==> src/rtl/float_mul_if.sv <==
// float_mul_if: operand/result handshake bundle for float_mul_pipe.
interface float_mul_if #(parameter int EXP_W = 8, parameter int MAN_W = 23);
   localparam int W = 1 + EXP_W + MAN_W;
   logic         in_valid;
   logic         in_ready;
   logic [W-1:0] num1;
   logic [W-1:0] num2;
   logic         out_valid;
   logic         out_ready;
   logic [W-1:0] out;
   logic [3:0]   flags;
   modport master (output in_valid, num1, num2, out_ready, input in_ready, out_valid, out, flags);
   modport slave (input in_valid, num1, num2, out_ready, output in_ready, out_valid, out, flags);
endinterface

==> src/rtl/float_mul_pipe.sv <==
// float_mul_pipe: 3-stage IEEE-754 multiplier, RNE, DAZ/FTZ, per-result {invalid,overflow,underflow,inexact}.
module float_mul_pipe #(
   parameter int EXP_W = 8,
   parameter int MAN_W = 23
) (
   input logic       clk,
   input logic       rst_n,
   float_mul_if.slave bus
);
   localparam int W = 1 + EXP_W + MAN_W;
   localparam logic [EXP_W+1:0] BIAS = (EXP_W+2)'(2**(EXP_W-1) - 1);
   localparam logic [W-1:0] QNAN = {1'b0, {EXP_W{1'b1}}, 1'b1, {(MAN_W-1){1'b0}}};
   typedef struct packed {
      logic             sign;
      logic [EXP_W-1:0] e1, e2;
      logic [MAN_W:0]   m1, m2;
      logic             nan, inv, inf, zero;
   } s1_t;
   typedef struct packed {
      logic               sign;
      logic [EXP_W+1:0]   ex;
      logic [2*MAN_W+1:0] prod;
      logic               nan, inv, inf, zero;
   } s2_t;
   typedef struct packed {
      logic [W-1:0] res;
      logic [3:0]   flags;
   } s3_t;
   s1_t s1_q, s1_d, nx1;
   s2_t s2_q, s2_d, nx2;
   s3_t s3_q, s3_d, nx3;
   logic v1_q, v1_d, v2_q, v2_d, v3_q, v3_d, ld1, ld2, ld3;
   logic [EXP_W-1:0] ea, eb;
   logic [MAN_W-1:0] fa, fb;
   logic za, zb, ia, ib, na, nb, sa, sb;
   logic msb, g, st, up, ovf, unf;
   logic [2*MAN_W-1:0] pn;
   logic [EXP_W+1:0] en, er;
   logic [MAN_W:0] fr;
   always_comb begin
      ea = bus.num1[W-2:MAN_W];
      fa = bus.num1[MAN_W-1:0];
      eb = bus.num2[W-2:MAN_W];
      fb = bus.num2[MAN_W-1:0];
      // zero exponent covers subnormals too, so they collapse to signed zero
      za = ea == '0;
      zb = eb == '0;
      ia = &ea && fa == '0;
      ib = &eb && fb == '0;
      na = &ea && fa != '0;
      nb = &eb && fb != '0;
      sa = na && !fa[MAN_W-1];
      sb = nb && !fb[MAN_W-1];
      nx1.sign = bus.num1[W-1] ^ bus.num2[W-1];
      nx1.e1 = ea;
      nx1.e2 = eb;
      nx1.m1 = {1'b1, fa};
      nx1.m2 = {1'b1, fb};
      nx1.nan = na || nb || (ia && zb) || (za && ib);
      nx1.inv = sa || sb || (ia && zb) || (za && ib);
      nx1.inf = ia || ib;
      nx1.zero = za || zb;
      nx2.sign = s1_q.sign;
      nx2.ex = {2'b0, s1_q.e1} + {2'b0, s1_q.e2} - BIAS;
      nx2.prod = {{(MAN_W+1){1'b0}}, s1_q.m1} * {{(MAN_W+1){1'b0}}, s1_q.m2};
      nx2.nan = s1_q.nan;
      nx2.inv = s1_q.inv;
      nx2.inf = s1_q.inf;
      nx2.zero = s1_q.zero;
      // pn holds the fraction followed by the guard and sticky candidates after normalising
      msb = s2_q.prod[2*MAN_W+1];
      pn = msb ? s2_q.prod[2*MAN_W:1] : s2_q.prod[2*MAN_W-1:0];
      en = s2_q.ex + {{(EXP_W+1){1'b0}}, msb};
      g = pn[MAN_W-1];
      st = |pn[MAN_W-2:0] || (msb && s2_q.prod[0]);
      up = g && (st || pn[MAN_W]);
      fr = {1'b0, pn[2*MAN_W-1:MAN_W]} + {{MAN_W{1'b0}}, up};
      er = en + {{(EXP_W+1){1'b0}}, fr[MAN_W]};
      ovf = !er[EXP_W+1] && (er[EXP_W] || &er[EXP_W-1:0]);
      unf = er[EXP_W+1] || er == '0;
      nx3.res = s2_q.nan ? QNAN :
                (s2_q.inf || (!s2_q.zero && ovf)) ? {s2_q.sign, {EXP_W{1'b1}}, {MAN_W{1'b0}}} :
                (s2_q.zero || unf) ? {s2_q.sign, {(W-1){1'b0}}} :
                {s2_q.sign, er[EXP_W-1:0], fr[MAN_W-1:0]};
      nx3.flags = s2_q.nan ? {s2_q.inv, 3'b000} :
                  (s2_q.inf || s2_q.zero) ? 4'b0000 :
                  ovf ? 4'b0101 : unf ? 4'b0011 : {3'b000, g || st};
      ld3 = !v3_q || bus.out_ready;
      ld2 = !v2_q || ld3;
      ld1 = !v1_q || ld2;
      v1_d = ld1 ? bus.in_valid : v1_q;
      v2_d = ld2 ? v1_q : v2_q;
      v3_d = ld3 ? v2_q : v3_q;
      s1_d = (ld1 && bus.in_valid) ? nx1 : s1_q;
      s2_d = (ld2 && v1_q) ? nx2 : s2_q;
      s3_d = (ld3 && v2_q) ? nx3 : s3_q;
   end
   always_ff @(posedge clk or negedge rst_n) begin
      if (!rst_n) begin
         v1_q <= 1'b0;
         v2_q <= 1'b0;
         v3_q <= 1'b0;
         s1_q <= '0;
         s2_q <= '0;
         s3_q <= '0;
      end else begin
         v1_q <= v1_d;
         v2_q <= v2_d;
         v3_q <= v3_d;
         s1_q <= s1_d;
         s2_q <= s2_d;
         s3_q <= s3_d;
      end
   end
   assign bus.in_ready = ld1;
   assign bus.out_valid = v3_q;
   assign bus.out = s3_q.res;
   assign bus.flags = s3_q.flags;
endmodule

==> src/flat_wrapper.sv <==
// flat-port wrapper written by rule: the top's interface ports become plain ports
module float_mul_pipe_flat 
#(
   parameter int EXP_W = 8,
   parameter int MAN_W = 23
)
  (clk, rst_n, bus_in_valid, bus_num1, bus_num2, bus_out_ready, bus_in_ready, bus_out_valid, bus_out, bus_flags);
  float_mul_if #(.EXP_W(EXP_W), .MAN_W(MAN_W)) bus_i ();
  input logic clk;
  input logic rst_n;
  input wire logic [$bits(bus_i.in_valid)-1:0] bus_in_valid;
  input wire logic [$bits(bus_i.num1)-1:0] bus_num1;
  input wire logic [$bits(bus_i.num2)-1:0] bus_num2;
  input wire logic [$bits(bus_i.out_ready)-1:0] bus_out_ready;
  output wire logic [$bits(bus_i.in_ready)-1:0] bus_in_ready;
  output wire logic [$bits(bus_i.out_valid)-1:0] bus_out_valid;
  output wire logic [$bits(bus_i.out)-1:0] bus_out;
  output wire logic [$bits(bus_i.flags)-1:0] bus_flags;
  assign bus_i.in_valid = bus_in_valid;
  assign bus_i.num1 = bus_num1;
  assign bus_i.num2 = bus_num2;
  assign bus_i.out_ready = bus_out_ready;
  assign bus_in_ready = bus_i.in_ready;
  assign bus_out_valid = bus_i.out_valid;
  assign bus_out = bus_i.out;
  assign bus_flags = bus_i.flags;
  float_mul_pipe #(.EXP_W(EXP_W), .MAN_W(MAN_W)) u_core (.clk(clk), .rst_n(rst_n), .bus(bus_i));
endmodule
==> config.mk <==
export PLATFORM = sky130hd
export DESIGN_NAME = float_mul_pipe_flat
export DESIGN_NICKNAME = d
export VERILOG_FILES = /design/src/rtl/float_mul_if.sv /design/src/rtl/float_mul_pipe.sv /design/src/flat_wrapper.sv
export SDC_FILE = /design/constraint.sdc
export NUM_CORES = 2
export LEC_CHECK = 0
export ABC_AREA = 1
export CORE_ASPECT_RATIO = 1.25
export CORE_MARGIN = 1.5
export CORE_UTILIZATION = 25
export CTS_CLUSTER_DIAMETER = 120
export DETAILED_ROUTE_END_ITERATION = 16
export GPL_TIMING_DRIVEN = 0
export PLACE_DENSITY = 0.42
export SYNTH_ARGS = -nofsm -noshare
export SYNTH_HDL_FRONTEND = slang
export SYNTH_SLANG_ARGS = --single-unit
==> constraint.sdc <==
create_clock -name clk -period 5.4 [get_ports clk]
set_clock_uncertainty 0.05 [all_clocks]
set_input_delay 1.08 -clock clk [delete_from_list [all_inputs] [get_ports clk]]
set_output_delay 1.08 -clock clk [all_outputs]
set_load 0.02 [all_outputs]
==> results.txt <==
Status = finished, violations left
Failing checks = setup timing
Die area = 0.116 sq mm
Die Ht = 381 um
Rel. slew slack = 37.8%
ANT cells = 0
GRT Resource Usage Total = 20.1%
Number of cells on the critical path = 27
Remaining antenna violation count after routing = 0
Mean Syn Cell Area = 7.46 sq um
Largest net degree at the start of global routing = 96
Total global routing overflow = 0
# port buffers = 105
Post-synth top area share = 33.9%
Drt first pass iters = 5
Primary FF master, synth = dfrtp_1
Worst setup margin = -0.877 ns
Distinct cells, synth = 47
# Max-Cap Violations = 0
DIE WIDTH = 305 um
CTS tree = built
Max Slew Vio Count = 0
GPL Wtd Cong = 0.904
Kind of critical path = flop to flop
Worst setup SP type = flop
Synthesized area = 0.0286 sq mm
Via count = 24663
WP data required = 5.74 ns
Yosys top cell by area = fa_1
# clock sinks = 170
CP startpoint = u_core.s1_q[18]
Fraction of registers with async set or reset after synthesis = 100%
Bufs on Longest Clock Path = 2
Worst slew pin tran = 0.933 ns
Hold Fails Final Rpt = 0
CTS H-Tree Depth = 4
Clock root cell = clkbuf_16
Cells after synthesis = 3833
DR iter-0 viols = 1560
Syn Nets = 4571
Hold Path Origin = u_core.s2_q[50]
Rows = 138
DR vias/cell = 4.41
DRT Wirelength = 116000 um
Synth Register Bits = 170
Initial antenna violation count = 1
First-pass GRT wire length = 170000 um
Worst-path clk slew = 0.09 ns
DP HPWL = 91800 um
Post-synth EDFFs = 0
Ports = 106
Min Hold Slack = 0.428 ns
# setup viols final = 37
Skew-Pair Late Insertion Delay = 0.51 ns
Layout cells sized above 1 = 19.7%
Vias in the first global route = 25857
CP Capture Type = flop
R2R depth = 27
Starting density of the core = 25.2%
Layout net count = 4842
Fmax = 0.159 GHz
Start of the worst register-to-register path = u_core.s1_q[18]
Crit-path max FO = 6
Yosys warns = 0
Worst hold path class = flop to flop
Number of remaining DRC errors = 0
Unrepaired setup endpoints after global routing = true
Hold depth = 2
Minimum clock period = 6.28 ns
Slowest stage cell, crit path = fa_2
CP top delay family = adder cells
Buf/Inv on CP = 8
Period utilization = 116%
Main area contributors after synthesis = fa_1, nand2_1, dfrtp_1, inv_1, ha_1
Sequential share of the synthesized area = 14.9%
WL/cell = 20.7 um
Crit-path max cell delay = 0.63 ns
Cell mode on critical path = fa_1
CTS Buf Count = 17
Area Growth Syn to Fin = 30.8%
CTS Hold Buffers Added = 0
CP arrival = 6.62 ns
Core area = 0.113 sq mm
worst reg2reg max path, delay by kind of cell, from the launching register on:
kind / cells / cell delay [ns]
fa+ha+maj: 8 / 4.01
simple gates: 11 / 0.89
buf+inv: 8 / 0.66
flops: 1 / 0.57
cell families after synthesis:
kind of cell	count (synthesis)	share of synthesized area (%)
DFF	170	14.9
AOI/OAI and AO/OA	232	4.40
buffers and inverters	1191	15.8
xor gates and xnor gates	40	1.29
adders and majority gates	670	42.0
and+or+nand+nor	1530	21.6
cell type report:
cell class	count	area, sq um
buffer	162	2390
clock buffer	17	425
clock inverter	15	206
fill	12113	75900
inverter	1009	3790
multi-input combinational	2472	21800
sequential	170	4290
tap	1470	1840
timing repair buffer	272	2620
metrics by stage:
stage	worst slack [ns]	TNS (ns)	area [sq um]	util (%)	instances
floorplan	-0.258	-5.60	29500	-	3833
global placement	-4.80	-866.93	32400	28.6	5408
detailed placement	-1.84	-57.43	32400	28.6	5409
CTS	-0.873	-25.59	36300	32.1	5554
global route	-1.08	-32.48	37400	33.0	5587
finish	-0.877	-25.47	37400	33.0	5587
routing by layer:
| metal | share of wire, % | global-route usage, % | vias to the layer above | wire length [um] |
|---|---|---|---|---|
| met4 | 4.9 | 8.54 | 0 | 5630 |
| li1 | - | - | 11600 | - |
| met2 | 49 | 34.9 | 617 | 57000 |
| met1 | 42 | 25.0 | 12255 | 48400 |
| met5 | 0 | 0 | - | 0 |
| met3 | 4.1 | 2.38 | 191 | 4740 |
cell usage in the layout, fill, tap and decap left out, types with 15 or more instances in the layout:
master,instances
a21oi_1,21
a21oi_2,19
a21oi_4,22
buf_12,15
buf_4,132
buf_6,25
buf_8,21
clkbuf_1,27
clkbuf_16,75
clkbuf_8,26
clkdlybuf4s50_1,104
dfrtp_1,149
dfrtp_2,19
fa_1,439
fa_2,45
ha_1,151
ha_4,30
inv_1,923
inv_2,86
nand2_1,1097
nand2_2,67
nand2_4,35
nand3_1,68
nand3_2,17
nand4_1,29
nor2_1,96
nor2_2,21
nor2_4,30
o21ai_0,89
o21ai_1,24
o21ai_2,24
xor2_1,17
state kept, by name, indices dropped and copies added (netlist names), 4 cells and up:
register	cells
u_core.bus.out	32
u_core.bus.flags	4
u_core.s1_q	63
u_core.s2_q	62
u_core.nx2	5
what timing repair did:
action / CTS / global route
setup endpoints to repair: 40 / 47
pin swaps: 109 / 144
cloned: 3 / 1
gates resized for setup: 476 / 262
buffers inserted: 130 / 32
synth_stat cells, drive strengths merged, types with 10 or more instances:
| library cell | n |
|---|---|
| fa | 484 |
| nor3 | 23 |
| nand2 | 1202 |
| ha | 186 |
| buf | 14 |
| dfrtp | 170 |
| xnor2 | 22 |
| clkbuf | 168 |
| inv | 1009 |
| nand3 | 92 |
| xor2 | 18 |
| nor2 | 148 |
| a21oi | 62 |
| o21ai | 146 |
| nand3b | 10 |
| or2 | 10 |
| nor4 | 11 |
| nand4 | 30 |
final timing paths:
check                                     end  slack (ns)
min                           u_core.s2_q[50]        0.43
max in group asynchronous     u_core.s1_q[18]        3.84
min in group asynchronous  u_core.bus.out[28]        0.46
min reg2reg                   u_core.s2_q[50]        0.43
max reg2reg                   u_core.s2_q[49]       -0.88
max                           u_core.s2_q[49]       -0.88
Power is left out: the tool's default activity adds up to more than one toggle a clock period on the data nets, which glitch-free logic cannot reach.
